===== config.mk =====
export PLATFORM = sky130hd
export DESIGN_NAME = c3sram_row_sequencer
export DESIGN_NICKNAME = d
export VERILOG_FILES = /design/src/rtl/c3sram_row_sequencer.sv
export SDC_FILE = /design/constraint.sdc
export NUM_CORES = 1
export LEC_CHECK = 0
export ABC_AREA = 0
export BUFFER_PORTS_ARGS = -buffer_cell sky130_fd_sc_hd__buf_2
export CORE_UTILIZATION = 45
export DETAILED_ROUTE_END_ITERATION = 8
export PLACE_DENSITY = 0.74
export SLEW_MARGIN = 20
export SYNTH_ARGS = -nofsm -noshare
export SYNTH_HDL_FRONTEND = slang
export SYNTH_SLANG_ARGS = --single-unit
export TNS_END_PERCENT = 20

===== constraint.sdc =====
create_clock -name clk -period 2.1 [get_ports clk]
set_input_delay 0 -clock clk [delete_from_list [all_inputs] [get_ports clk]]
set_output_delay 0 -clock clk [all_outputs]
set_load 0.1 [all_outputs]

===== src/rtl/c3sram_row_sequencer.sv =====
// Command-level row sequencer for the C3SRAM write/read controller: splits a
// multi-row command into single-row controller requests, streaming row data in or out.
module c3sram_row_sequencer #(
  parameter int unsigned NumRows = 8,
  parameter int unsigned NumCols = 8,
  localparam int unsigned AddrW = $clog2(NumRows),
  localparam int unsigned CntW  = AddrW + 1
) (
  input  logic               clk,
  input  logic               nrst,
  input  logic               start_i,
  input  logic               mode_i,
  input  logic [AddrW-1:0]   base_addr_i,
  input  logic [CntW-1:0]    count_i,
  output logic               busy_o,
  output logic               cmd_done_o,
  input  logic               in_valid_i,
  input  logic [NumCols-1:0] in_data_i,
  output logic               in_ready_o,
  output logic               out_valid_o,
  output logic [NumCols-1:0] out_data_o,
  input  logic               out_ready_i,
  input  logic [NumCols-1:0] rd_data_i,
  output logic               ctrl_write_o,
  output logic               ctrl_read_o,
  output logic [AddrW-1:0]   ctrl_addr_o,
  output logic [NumCols-1:0] ctrl_wr_data_o,
  input  logic               ctrl_ready_i,
  input  logic               ctrl_done_i
);

  typedef enum logic [2:0] {StIdle, StFetch, StIssue, StWait, StDrain, StFinish} state_e;

  state_e               state_q, state_d;
  logic                 mode_q, mode_d;
  logic [AddrW-1:0]     row_q, row_d;
  logic [CntW-1:0]      rem_q, rem_d;
  logic [NumCols-1:0]   wr_data_q, wr_data_d;
  logic [NumCols-1:0]   out_data_q, out_data_d;
  logic                 busy_q, cmd_done_q, in_ready_q, out_valid_q, ctrl_write_q, ctrl_read_q;
  logic [CntW-1:0]      count_sat;
  logic [AddrW-1:0]     row_inc;

  always_comb begin
    count_sat  = (count_i > CntW'(NumRows)) ? CntW'(NumRows) : count_i;
    row_inc    = (row_q == AddrW'(NumRows - 1)) ? '0 : row_q + 1'b1;
    state_d    = state_q;
    mode_d     = mode_q;
    row_d      = row_q;
    rem_d      = rem_q;
    wr_data_d  = wr_data_q;
    out_data_d = out_data_q;
    unique case (state_q)
      StIdle: begin
        if (start_i) begin
          mode_d = mode_i;
          row_d  = base_addr_i;
          rem_d  = count_sat;
          if (count_sat == '0) state_d = StFinish;
          else                 state_d = mode_i ? StIssue : StFetch;
        end
      end
      StFetch: begin
        if (in_valid_i) begin
          wr_data_d = in_data_i;
          state_d   = StIssue;
        end
      end
      StIssue: begin
        if (ctrl_ready_i) state_d = StWait;
      end
      StWait: begin
        if (ctrl_done_i) begin
          rem_d = rem_q - 1'b1;
          row_d = row_inc;
          if (mode_q) begin
            out_data_d = rd_data_i;
            state_d    = StDrain;
          end else begin
            // rem_q still holds the pre-decrement count here
            state_d = (rem_q == CntW'(1)) ? StFinish : StFetch;
          end
        end
      end
      StDrain: begin
        if (out_ready_i) state_d = (rem_q == '0) ? StFinish : StIssue;
      end
      StFinish: state_d = StIdle;
      default:  state_d = StIdle;
    endcase
  end

  // Handshake outputs are registered decodes of the next state, so they depend on state only.
  always_ff @(posedge clk) begin
    if (!nrst) begin
      state_q      <= StIdle;
      mode_q       <= 1'b0;
      row_q        <= '0;
      rem_q        <= '0;
      wr_data_q    <= '0;
      out_data_q   <= '0;
      busy_q       <= 1'b0;
      cmd_done_q   <= 1'b0;
      in_ready_q   <= 1'b0;
      out_valid_q  <= 1'b0;
      ctrl_write_q <= 1'b0;
      ctrl_read_q  <= 1'b0;
    end else begin
      state_q      <= state_d;
      mode_q       <= mode_d;
      row_q        <= row_d;
      rem_q        <= rem_d;
      wr_data_q    <= wr_data_d;
      out_data_q   <= out_data_d;
      busy_q       <= (state_d != StIdle);
      cmd_done_q   <= (state_d == StFinish);
      in_ready_q   <= (state_d == StFetch);
      out_valid_q  <= (state_d == StDrain);
      ctrl_write_q <= (state_d == StIssue) && !mode_d;
      ctrl_read_q  <= (state_d == StIssue) && mode_d;
    end
  end

  assign busy_o         = busy_q;
  assign cmd_done_o     = cmd_done_q;
  assign in_ready_o     = in_ready_q;
  assign out_valid_o    = out_valid_q;
  assign out_data_o     = out_data_q;
  assign ctrl_write_o   = ctrl_write_q;
  assign ctrl_read_o    = ctrl_read_q;
  assign ctrl_addr_o    = row_q;
  assign ctrl_wr_data_o = wr_data_q;

endmodule


==> metrics.yaml <==
detailed_routing:
  drc: 0
  routed_wl_mm: 3.78
  vias: 1431
  via_per_inst: 5.22
  wl_per_cell_um: 13.8
  first_pass_iters: 4
  ant_nets: 0
  drt-initial-drc-count: 84
job:
  cap_viol_max_count: 0
global_route:
  grt_overflow: 0
  grt_pass1_vias: 1425
  grt_pass1_wl_mm: 6.12
  grt_use_total_pct: 23.2
  grt_max_degree: 26
  antenna_found_initial: 0
yosys:
  syn-num-nets: 185
  ys.flop_type: "dfxtp_1"
  syn_area_um2: 1520
  syn_inst: 150
  synth-seq-cells: 33
  synth_edf_count: 0
  synthArstFlopShare_pct: 0
  syn_avg_cell_area_um2: 10.1
  synth_cell_types: 48
  yosysWarningCount: 0
  seq_area_frac_synth_pct: 43.5
timing:
  finalSetupViolations: 0
  slew_headroom_pct: 49.6
  finalSetupTns_ns: 0
  finalHoldViolCount: 0
  fin_skew_ns: 0.0126
  slew_viol_final: 0
  max_freq_ghz: 0.524
  worst_pin_slew_ns: 0.755
  rsz0062_at_grt: "no"
  min_period_ns: 1.91
  fin_crit_sh_pct: 90.8
setup_path:
  worstPathArrival_ns: 2.13
  cp.required_ns: 2.32
  endpoint_kind: "register"
  path_max_fanout: 4
  path_class: "reg -> reg"
  setup.worst_path.start_class: "register"
cts:
  htreeDepth: 2
  cts_tree: "built"
  post_cts_resized: 0
  cts_setup_buffers: 0
  clock_latency_ns: 0.33
  path_clk_slew_ns: 0.11
  cts_root_buffer: "clkbuf_4"
  numCtsBuffers: 5
  clk_path_buf_depth: 2
  cts.sinks: 33
power_and_ir_drop:
  total_power_mw: 1.68
  leakagePower_nw: 1.03
  ir_worst_vdd_v: 0.000557
  p_per_area_nw_per_um2: 794
floorplan:
  die_y_um: 60.1
  die_area_um2: 3610
  ios: 56
  start_util_pct: 48.6
  num_rows: 20
  dieWidth_um: 60.1
  core_um2: 3130
min_path:
  hold_class: "in -> reg"
place:
  io_buffers: 55
  gp_congestion: 0.925
  dpl.hpwl_mm: 2.49
layout:
  fillers: 260
  final_cell_mix: "buf_2, dfxtp_1, nor2_1, mux2i_1, dlygate4sd3_1"
  multi_input_area_um2: 786
  final_common_cell: "buf_2"
  antenna_cells: 0
  drive_above_1_share_pct: 32.2
  area_growth_pct: 39.2
  area.sequential_um2: 661
  final_nets: 264
status:
  status: "complete, no violations"
## area by class of cell
type / count / area share (%)
Sequential cell: 33 / 31.2
Multi-Input combinational cell: 104 / 37.2
Clock buffer: 7 / 2.60
Inverter: 6 / 1.07
Timing Repair Buffer: 79 / 23.9
Tap cell: 44 / 2.60
Clock inverter: 1 / 1.42
## synth_stat cells, types with 3 or more instances
master,count,area share (%)
nor3b_1,4,2.0
nand3b_1,3,1.5
mux2i_1,20,13
inv_1,6,1.5
a21oi_1,4,1.3
ha_1,4,3.3
a211oi_1,3,1.5
dfxtp_1,33,43
buf_6,3,2.2
nor2_1,23,5.7
## logic make-up (layout without fill, tap and decap cells)
family / count (synthesis) / in the layout / synth area share [%]
and+or+nand+nor: 53 / 53 / 20.4
DFF: 33 / 33 / 43.5
AOI/OAI and AO/OA: 25 / 25 / 13.1
muxes: 22 / 22 / 14.9
buffers and inverters: 13 / 93 / 4.78
adders and majority gates: 4 / 4 / 3.30
## timing repair
| action | in CTS | in global routing |
|---|---|---|
| hold buffers | 20 | 0 |
| hold endpoints to repair | 23 | 0 |
| setup endpoints to repair | 0 | 0 |
## worst max-delay path: stages, from the launching register on
cell	delay [ns]
dfxtp_1	0.36
inv_1	0.09
ha_1	0.18
nor3b_1	0.34
nor4b_1	0.11
or3_1	0.41
o31a_1	0.31
## through the flow
step | setup slack, ns | cell area [um^2] | util [%] | instances | hold WS [ns]
6_report | 0.193 | 2110 | 67.6 | 274 | 0.00414
5_1_grt | 0.0337 | 2110 | 67.6 | 274 | 0.00174
4_1_cts | 0.193 | 2110 | 67.6 | 274 | 0.00511
3_5_place_dp | 0.235 | 1830 | 58.5 | 246 | 0.244
3_3_place_gp | 0.295 | 1830 | 58.5 | 246 | 0.229
2_1_floorplan | 0.329 | 1520 | - | 150 | 0.122
## worst paths after layout
path	startpoint	endpoint	slack, ns	cells past startpoint
setup / recovery	rem_q[1]	busy_o	0.19	6
hold / removal	base_addr_i[1]	ctrl_addr_o[1]	0.004	3
setup reg to reg	rem_q[1]	busy_o	0.19	6
hold reg to reg	ctrl_wr_data_o[1]	ctrl_wr_data_o[1]	0.51	2
## power breakdown
group,internal [mW],switching [mW]
registers,0.666,0.0395
logic,0.157,0.314
clock network,0.284,0.217
total,1.11,0.571
## state kept, by name, summed over array words and instances (netlist names)
signal	count
ctrl_wr_data_o	8
out_data_o	8
rem_q	4
ctrl_addr_o	3
state_q	3
busy_o	1
cmd_done_o	1
ctrl_read_o	1
ctrl_write_o	1
in_ready_o	1
mode_q	1
out_valid_o	1
## routing by layer
layer,GRT usage [%],vias up,routed length (um),part of all wire [%]
li1,-,705,-,-
met1,25.8,654,1550,41
met2,40.5,62,1900,50
met3,6.71,10,250,6.6
met4,10.3,0,82,2.2
met5,0,-,0,0
(Power assumes the default switching activity.)
